### src/rtl/fifo_drain_arb.sv
// Round-robin drain engine: pops one non-empty lane FIFO at a time and presents
// the captured word, tagged with its lane, on a single valid/ready stream.
module fifo_drain_arb #(
   parameter int N_DTPS     = 4,
   parameter int FIFO_WIDTH = 16,
   parameter int LANE_W     = 2,
   parameter int CNT_W      = 16
) (
   input  logic                         clk,
   input  logic                         rst,
   input  logic [N_DTPS*FIFO_WIDTH-1:0] fifo_data,
   input  logic [N_DTPS-1:0]            fifo_empty,
   output logic [N_DTPS-1:0]            fifo_pop,
   output logic [FIFO_WIDTH-1:0]        m_data,
   output logic [LANE_W-1:0]            m_lane,
   output logic                         m_valid,
   input  logic                         m_ready,
   output logic [CNT_W-1:0]             xfer_cnt,
   output logic [1:0]                   state_dbg
);

   typedef enum logic [1:0] {
      IDLE  = 2'd0,
      FETCH = 2'd1,
      HOLD  = 2'd2
   } state_t;

   state_t            state_q, state_d;
   logic [LANE_W-1:0] rr, sel, pick, cand;
   logic              found;
   logic [FIFO_WIDTH-1:0] lane_word [N_DTPS];

   for (genvar k = 0; k < N_DTPS; k++) begin : g_unpack
      assign lane_word[k] = fifo_data[k*FIFO_WIDTH +: FIFO_WIDTH];
   end

   // Scan rr, rr+1, ... wrapping at N_DTPS-1; the first non-empty lane wins.
   always_comb begin
      found = 1'b0;
      pick  = '0;
      cand  = rr;
      for (int i = 0; i < N_DTPS; i++) begin
         if (!found && !fifo_empty[cand]) begin
            found = 1'b1;
            pick  = cand;
         end
         cand = (cand == LANE_W'(N_DTPS-1)) ? '0 : cand + LANE_W'(1);
      end
   end

   always_comb begin
      fifo_pop = '0;
      if (!rst && state_q == IDLE && found) fifo_pop[pick] = 1'b1;
   end

   always_comb begin
      state_d = state_q;
      case (state_q)
         IDLE:    if (found) state_d = FETCH;
         FETCH:   state_d = HOLD;
         HOLD:    if (m_ready) state_d = IDLE;
         default: state_d = IDLE;
      endcase
   end

   always_ff @(posedge clk) begin
      if (rst) state_q <= IDLE;
      else     state_q <= state_d;
   end

   // Output stream: a word transfers in any cycle where m_valid && m_ready;
   // once m_valid is high, m_data/m_lane/m_valid stay frozen until that cycle.
   always_ff @(posedge clk) begin
      if (rst) begin
         sel      <= '0;
         rr       <= '0;
         m_data   <= '0;
         m_lane   <= '0;
         m_valid  <= 1'b0;
         xfer_cnt <= '0;
      end else begin
         case (state_q)
            IDLE: if (found) sel <= pick;
            FETCH: begin
               m_data  <= lane_word[sel];
               m_lane  <= sel;
               m_valid <= 1'b1;
            end
            HOLD: if (m_ready) begin
               m_valid  <= 1'b0;
               xfer_cnt <= xfer_cnt + CNT_W'(1);
               rr       <= (sel == LANE_W'(N_DTPS-1)) ? '0 : sel + LANE_W'(1);
            end
            default: ;
         endcase
      end
   end

   assign state_dbg = state_q;

endmodule

### config.mk
export PLATFORM = sky130hd
export DESIGN_NAME = fifo_drain_arb
export DESIGN_NICKNAME = d
export VERILOG_FILES = /design/src/rtl/fifo_drain_arb.sv
export SDC_FILE = /design/constraint.sdc
export NUM_CORES = 1
export LEC_CHECK = 0
export BUFFER_PORTS_ARGS = -buffer_cell sky130_fd_sc_hd__buf_2
export CAP_MARGIN = 10
export CORE_MARGIN = 4
export CORE_UTILIZATION = 50
export CTS_BUF_LIST = sky130_fd_sc_hd__clkbuf_8 sky130_fd_sc_hd__clkbuf_16
export DETAILED_ROUTE_END_ITERATION = 10
export GPL_TIMING_DRIVEN = 0
export PLACE_DENSITY = 0.85
export SLEW_MARGIN = 25
export SYNTH_ARGS = -nofsm -noshare
export SYNTH_HDL_FRONTEND = slang
export SYNTH_SLANG_ARGS = --single-unit
### constraint.sdc
create_clock -name clk -period 4.1 [get_ports clk]
set_clock_uncertainty 0.05 [all_clocks]
set_input_delay 0.615 -clock clk [delete_from_list [all_inputs] [get_ports clk]]
set_output_delay 0.615 -clock clk [all_outputs]
set_load 0.05 [all_outputs]
Yosys cells after proc, flatten, opt, wreduce, memory -nomap -nowiden
Index checks and enable logic that the tools add are counted.
{"block": "totals", "output_inout_bits": 41, "regBits": 41, "input_bits": 71, "wordCells": 77}
{"block": "op_classes", "order_cmp": 7, "mux": 31, "n_reduce_logical": 18, "n_eq_ne": 8, "n_addsub": 5, "bitwise_logic": 1}
{"operator": "$bmux W16 S2", "count": 1}
{"operator": "$mux W16", "count": 2}
{"operator": "$mux W2", "count": 10}
{"operator": "$add A16 B1 Y16 const B", "count": 1}
{"operator": "$lt A2 B3 Y1 const B", "count": 5}
{"operator": "$eq A2 B2 Y1 const B", "count": 5}
{"operator": "$mux W1", "count": 10}
{"operator": "$add A2 B1 Y2 const B", "count": 4}
{"operator": "$bmux W1 S2", "count": 4}
{"operator": "$reduce_and A2 Y1", "count": 4}
{"operator": "$logic_and A1 B1 Y1", "count": 6}
{"operator": "$logic_not A1 Y1", "count": 6}
{"operator": "$pmux W2 S3", "count": 1}
{"operator": "$mux W4", "count": 1}
{"operator": "$ne A2 B2 Y1 const B", "count": 2}
{"operator": "$ge A3 B3 Y1 const B", "count": 1}
{"operator": "$not A2 Y3", "count": 1}
{"operator": "$demux W1 S2", "count": 1}
{"operator": "$eq A2 B1 Y1 const B", "count": 1}
{"operator": "$ge A2 B1 Y1 const B", "count": 1}
{"operator": "$logic_not A2 Y1", "count": 1}
{"operator": "$pmux W1 S2", "count": 1}
{"operator": "$reduce_bool A2 Y1", "count": 1}

Longest topological paths before layout
Gate-level depths: netlist of the first run.
{"block": "depth", "depth_word": 18, "mapped_depth": 9, "mapped_depth_nobuf": 7}

Worst setup path after synthesis of the first run
No wires, ideal clock.
{"block": "synth_path", "path_type": "in2out", "start": "input port fifo_empty[2]", "end": "output port fifo_pop[2]", "setup_slack_ns": 0.966, "n_path_buf": 1, "arrival_time_ns": 2.469, "t_required_ns": 3.435, "path_stages": 7, "path_cell_list": "clkbuf_2 mux4_2 clkinv_2 nor2_1 a211oi_2 o21ai_1 nor2_1"}
{"block": "synth_via", "elab_chain_len": 16, "word_cells_on_any_way": 31, "cone_classes": "order compare (2); mux (19); reduce/logical (10)"}
{"element": "start, declared", "line": "12", "rtl": "input logic [N_DTPS-1:0] fifo_empty,"}
{"element": "$bmux W1 S2", "line": "43", "rtl": "if (!found && !fifo_empty[cand]) begin"}
{"element": "$mux W1 (implied by the code)", "line": "43"}
{"element": "$logic_not A1 Y1", "line": "43"}
{"element": "$logic_and A1 B1 Y1", "line": "43"}
{"element": "$mux W1", "line": "43"}
{"element": "$logic_not A1 Y1", "line": "43"}
{"element": "$logic_and A1 B1 Y1", "line": "43"}
{"element": "$mux W1", "line": "43"}
{"element": "$logic_not A1 Y1", "line": "43"}
{"element": "$logic_and A1 B1 Y1", "line": "43"}
{"element": "$mux W2", "line": "43"}
{"element": "$lt A2 B3 Y1 (implied by the code) / $ge A2 B1 Y1 (equally long branches)", "line": "53", "rtl": "if (!rst && state_q == IDLE && found) fifo_pop[pick] = 1'b1;"}
{"element": "$logic_and A1 B1 Y1 (implied by the code)", "line": "53"}
{"element": "$mux W1 (implied by the code)", "line": "53"}
{"element": "$demux W1 S2", "line": "53"}
{"element": "$mux W4 (*)", "line": "53"}
{"element": "end, declared", "line": "13", "rtl": "output logic [N_DTPS-1:0] fifo_pop,"}
Every way passes the cells marked *; elsewhere a longest branch is shown, timed or not. The select of a mux whose other input is x is not followed.

Worst setup path after layout of the first run
{"block": "layout_path", "start": "register rr[0]", "end": "output port fifo_pop[3]"}
{"block": "layout_via", "elab_chain_len": 18, "word_cells_on_any_way": 40, "cone_classes": "add/sub (3); order compare (2); eq/ne (3); mux (22); reduce/logical (10)"}
{"element": "start, declared", "line": "29", "rtl": "logic [LANE_W-1:0] rr, sel, pick, cand;"}
{"element": "start signal, assigned", "line": "92", "rtl": "rr <= (sel == LANE_W'(N_DTPS-1)) ? '0 : sel + LANE_W'(1);"}
{"element": "branches (longest 17 deep; another with $lt A2 B3 Y1)"}
{"element": "$mux W4 (*)", "line": "53"}
Every way passes the cells marked *. The select of a mux whose other input is x is not followed.

==> flow_metrics.tcl, run 1 <==
set metrics [dict create \
    via_count 2323 \
    pwr_density_cell_nw_per_um2 338 \
    fin_util_pct 66.6 \
    fillers 409 \
    antenna_found_initial 0 \
    viasPerCell 5.16 \
    synth_largest_area_cell "dfxtp_1" \
    reg2reg_slack_ns 1.92 \
    r2r_cells 8 \
    r2r_start "rr[0]" \
    tightest_slew_ns 0.537 \
    rsz0062_at_grt "no" \
    clock_sinks 41 \
    required_ns 3.43 \
    netlist.area_leader.share_pct 33.7 \
    die_h_um 77.7 \
    clk_path_buf_depth 2 \
    post_cts_buffers 0 \
    synth_top_family_by_area "simple AND/OR/NAND/NOR gates" \
    synth.ff_latch_count 41 \
    grt_pass1_wl_mm 9.96 \
    synthMuxAreaShare_pct 20.1 \
    ys_types 48 \
    synth_ff_type "dfxtp_1" \
    end_kind "primary output" \
    die_area_um2 6040 \
    hpwl_mm 4.81 \
    startpoint "rr[0]" \
    setup_violations 0 \
    syn_area_um2 2430 \
    cts_resized 0 \
    min_from "m_data[5]" \
    start_util_pct 51.5 \
    path_max_fanout 6 \
    period_needed_ns 3.24 \
    postCtsHoldBufs 0 \
    status "finished clean" \
    cp.arrival_ns 2.57 \
    rows 25 \
    timing.slew.headroom_pct 64.2 \
    synthSimpleGateAreaFrac_pct 21.5 \
    drt_iter0_drc 58 \
    fin_crit_sh_pct 79.0 \
    synthTopCellsByArea "dfxtp_1 (34%), mux4_2 (16%), nand2_1 (8.0%)" \
    clk_latency_ns 0.29 \
    cp-start-kind "flop" \
    diodes 0 \
    htree_levels 2 \
    synthToLayoutAreaGrowth_pct 29.4 \
    clkTransAtPathRegs_ns 0.08 \
    synth_nets 340 \
    p_leak_nw 1.38 \
    finalHoldViolations 0 \
    synth_fa_ha_area_share_pct 1.54 \
    grt_pass1_vias 2323 \
    layout-drive-gt1-share_pct 41.3 \
    grt_max_degree 14 \
    vdd_drop_max_v 0.000261 \
    core_um2 4720 \
    synth_compound_area_share_pct 12.8 \
    io_pins 112 \
    syn_area_per_cell_um2 9.14 \
    hold_path_class "reg -> reg" \
    yosys.area_share.xor_xnor_pct 5.76 \
    avgRoutedWirePerCell_um 13.2 \
    criticalPathCategory "reg -> out" \
    cts_made_buffers 5 \
    cts_root_buf "clkbuf_8" \
    ys_seq_area_share_pct 33.7 \
    slew_viol_final 0 \
    die_w_um 77.7 \
    worst_path_max_delay_cell "mux4_2" \
    timing.max_cap.violations 0 \
    finalWirelength_mm 5.93 \
    cts_tree "yes" \
    setup_tns_ns 0 \
    async_reset_ff_share_pct 0 \
    synth_edf_count 0 \
    path_cells "ha_1 > buf_6 > mux4_2 > o21ai_1 > a221oi_2 > a31o_1 > o211ai_2 > nor2_1 > buf_2" \
    drc 0 \
    dr.pass1.iters 4 \
    nNetsFinal 456 \
    mostFrequentLayoutCells "buf_2 (113), nand2_1 (52), dfxtp_1 (41), nor2_1 (27), a21oi_1 (24)" \
    drtAntennaViolNets 0 \
    port_buffers 109 \
    fmax_mhz 309 \
    crit_path_end "fifo_pop[3]" \
    grt_usage_pct 20.4 \
    overflow 0 \
    max_stage_delay_ns 0.41 \
    yosysWarnings 0 \
    place.gp.congestion 0.783 \
    r2r-end "sel[0]" \
    final_common_cell "buf_2" \
    synth_cells 266 \
]
[kinds of logic (layout without fill, tap and decap cells)]
| group | count (synthesis) | count (layout) |
|---|---|---|
| compound gates | 44 | 44 |
| xor+xnor | 16 | 16 |
| fa+ha+maj | 3 | 3 |
| buf+inv | 22 | 139 |
| flops | 41 | 41 |
| mux | 27 | 27 |
| simple gates | 113 | 113 |
[Yosys cell counts (3+ instances only)]
cell,number
clkbuf_1,9
nor2_1,27
buf_4,3
o21ai_0,3
nor3_1,4
xor2_1,10
ha_1,3
nor2b_1,3
nand3_1,6
buf_2,4
nand2b_1,4
dfxtp_1,41
nand2_1,52
and4_1,3
a21oi_1,24
mux4_2,17
mux2i_1,8
xnor2_1,6
[worst min path at each step]
| stage | to | slack [ns] | cells past startpoint |
|---|---|---|---|
| 6_report | m_data[5] | 0.40 | 2 |
| 2_1_floorplan | rr[1] | 0.54 | 3 |
| 3_3_place_gp | m_data[4] | 0.39 | 2 |
| 5_1_grt | m_data[5] | 0.43 | 2 |
| 3_5_place_dp | m_data[7] | 0.39 | 2 |
| 4_1_cts | m_data[7] | 0.40 | 2 |
[layout make-up]
cell class | instances | area (um^2) | share of cell area (%)
flip-flops and latches | 41 | 821 | 26.1
repair buffers | 109 | 546 | 17.3
well taps | 67 | 83.8 | 2.66
clock inverters | 3 | 17.5 | 0.556
multi-input cells | 203 | 1500 | 47.7
inverters | 2 | 8.76 | 0.278
clock buffers | 5 | 68.8 | 2.19
plain buffers | 20 | 101 | 3.22
[routing by layer]
layer  part of all wire (%)  global-route usage, %  vias to the layer above
met1                     40                   23.4                     1068
met5                      0                      0                        -
met3                    8.4                   5.80                        5
met2                     50                   36.3                       85
li1                       -                      -                     1165
met4                    1.1                   6.23                        0
[metrics by stage]
stage / setup slack, ns / cells / cell area, um^2 / hold WS [ns] / total power, mW
4_1_cts: 0.847 / 450 / 3150 / 0.403 / 1.08
3_5_place_dp: 1.11 / 442 / 3060 / 0.393 / 0.821
2_1_floorplan: 0.966 / 266 / 2430 / 0.536 / 0.728
5_1_grt: 0.723 / 450 / 3150 / 0.425 / 1.13
3_3_place_gp: 1.16 / 442 / 3060 / 0.389 / 0.814
6_report: 0.861 / 450 / 3150 / 0.403 / 1.06
[critical path, delay by kind of cell, from the launching register on]
kind / cells / cell delay (ns)
AO/OA/AOI/OAI: 4 / 0.75
adder cells (fa/ha/maj): 1 / 0.29
buffers and inverters: 2 / 0.41
flip-flops: 1 / 0.31
multiplexers: 1 / 0.41
AND/OR/NAND/NOR: 1 / 0.10
[registers in the layout (all words and copies together) (netlist names)]
signal	flops
rr	2
state_dbg	2
sel	2
xfer_cnt	16
m_valid	1
m_lane	2
m_data	16
[report_power, final]
| part | internal [mW] | switching, mW | leakage, nW |
|---|---|---|---|
| Combinational | 0.147 | 0.223 | 0.999 |
| Sequential | 0.424 | 0.0176 | 0.333 |
| Clock | 0.117 | 0.137 | 0.0439 |
Note: power is estimated with default switching activity, not from simulation.
==> run 2, diff against run 1 <==
- CORE_UTILIZATION: 50 -> 42
- PLACE_DENSITY: 0.85 -> 0.76
- clock period: 4.1 -> 2.7 ns (I/O delays scaled with it)
==> flow_metrics.tcl, run 2 (synthesis gave the netlist of run 1 again) <==
set metrics [dict create \
    core_um2 5570 \
    drc 0 \
    multi_input_area_um2 1560 \
    status "finished with violations" \
    drtAntennaViolNets 0 \
    met3_usage_pct 5.53 \
    p_leak_nw 1.46 \
    diodes 0 \
    clk_latency_ns 0.30 \
    intPower_mw 1.08 \
    p_comb_share_pct 37.1 \
    register_area_um2 823 \
    grt_pass1_vias 2390 \
    met1_usage_pct 20.9 \
    rows 27 \
    criticalPathCategory "reg -> out" \
    fin_crit_sh_pct 105 \
    overflow 0 \
    period_needed_ns 2.84 \
    fin_hold_ws_ns 0.348 \
    mostFrequentLayoutCells "buf_2 (108), nand2_1 (51), dfxtp_1 (39), a21oi_1 (24), nor2_1 (23)" \
    pwr_density_cell_nw_per_um2 500 \
    hpwl_mm 4.81 \
    cts_root_buf "clkbuf_8" \
    p_sw_share_pct 35.5 \
    placed_area_um2 3080 \
    clk_path_buf_depth 2 \
    p_seq_share_pct 40.0 \
    avgRoutedWirePerCell_um 13.6 \
    p_clk_share_pct 23.0 \
    timing.max_cap.violations 0 \
    place.gp.congestion 0.797 \
    cp.arrival_ns 2.38 \
    tightest_slew_ns 0.565 \
    die_h_um 84.1 \
    slew_viol_final 0 \
    synthToLayoutAreaGrowth_pct 38.2 \
    cp-start-kind "flop" \
    critPathBufInv 3 \
    grtUsageMet2_pct 30.9 \
    hold_path_class "in -> reg" \
    dr.pass1.iters 4 \
    p_switching_mw 0.597 \
    setup_tns_ns -0.354 \
    port_buffers 109 \
    post-route-worst-setup-slack_ns -0.136 \
    fin_util_pct 60.3 \
    grt_pass1_wl_mm 10.4 \
    via_count 2406 \
    fillers 498 \
    postLayoutCellArea_um2 3360 \
    antenna_found_initial 0 \
    finalHoldViolations 0 \
    timing.slew.headroom_pct 62.3 \
    path_cells "ha_4 > mux4_2 > clkinv_2 > nor2_2 > a211oi_2 > buf_4 > o21a_1 > nor2_2 > buf_6" \
    htree_levels 2 \
    largestRegisters "m_data (16), xfer_cnt (16)" \
    total_power_mw 1.68 \
    grt_usage_pct 17.8 \
    cts_made_buffers 5 \
    final_common_cell "buf_2" \
    viasPerCell 5.13 \
    die_area_um2 7070 \
    worst_path_max_delay_cell "mux4_2" \
    failed_checks "setup timing" \
    layout-drive-gt1-share_pct 46.6 \
    io_pins 112 \
    globalRoute.busiestLayer "met2" \
    path_common_cell "nor2_2" \
    clock_sinks 41 \
    fmax_mhz 353 \
    rsz0062_at_grt "yes" \
    cts_tree "yes" \
    crit_family "multiplexers" \
    postCtsHoldBufs 0 \
    clkTransAtPathRegs_ns 0.08 \
    nNetsFinal 470 \
    vdd_drop_max_v 0.000385 \
    max_stage_delay_ns 0.56 \
    end_kind "primary output" \
    path_max_fanout 3 \
    die_w_um 84.1 \
    start_util_pct 43.6 \
    required_ns 2.25 \
    setup_violations 4 \
    finalWirelength_mm 6.38 \
    drt_iter0_drc 133 \
    grt_max_degree 13 \
]
run 2: worst paths after layout:
path	from	slack (ns)	cells past startpoint	endpoint
max reg2reg	rr[1]	0.40	10	sel[0]
max	rr[1]	-0.14	9	fifo_pop[3]
min reg2reg	m_data[15]	0.40	2	m_data[15]
min	m_ready	0.35	3	state_dbg[1]
run 2: power groups by stage:
| stage | clock [mW] | sequential [mW] | combinational (mW) |
|---|---|---|---|
| after floorplan | 0 | 0.800 | 0.311 |
| after global placement | 0 | 0.683 | 0.562 |
| after detailed placement | 0 | 0.685 | 0.568 |
| after CTS | 0.398 | 0.672 | 0.601 |
| after global routing | 0.424 | 0.679 | 0.676 |
| final | 0.386 | 0.672 | 0.623 |
run 2: routing by layer:
metal / wire [um] / share of wire, %
met5: 0 / 0
met4: 95 / 1.5
met3: 504 / 7.9
met2: 3080 / 48
met1: 2700 / 42
run 2: area by class of cell:
type	count	share of cell area, %
multi-input combinational	203	46.4
clock inverter	3	0.409
timing repair buffer	124	20.8
clock buffer	5	2.05
sequential	41	24.5
inverter	2	0.261
tap	72	2.68
buffer	19	2.87
run 2: metrics by stage:
stage,worst slack (ns),std cells
after floorplan,-0.0166,266
after global placement,-0.0582,447
after detailed placement,-0.0685,447
after CTS,-0.138,464
after global routing,-0.221,469
final,-0.136,469
run 2: timing repair:
action | 4_1_cts | 5_1_grt
gates resized for setup | 16 | 8
endpoints found under the setup margin | 4 | 4
gates cloned | 0 | 0
pin swaps | 14 | 9
setup buffers | 9 | 6
run 2: tightest hold or removal path: stages:
cell,delay [ns]
buf_2,0.09
or3b_2,0.10
a21oi_1,0.05
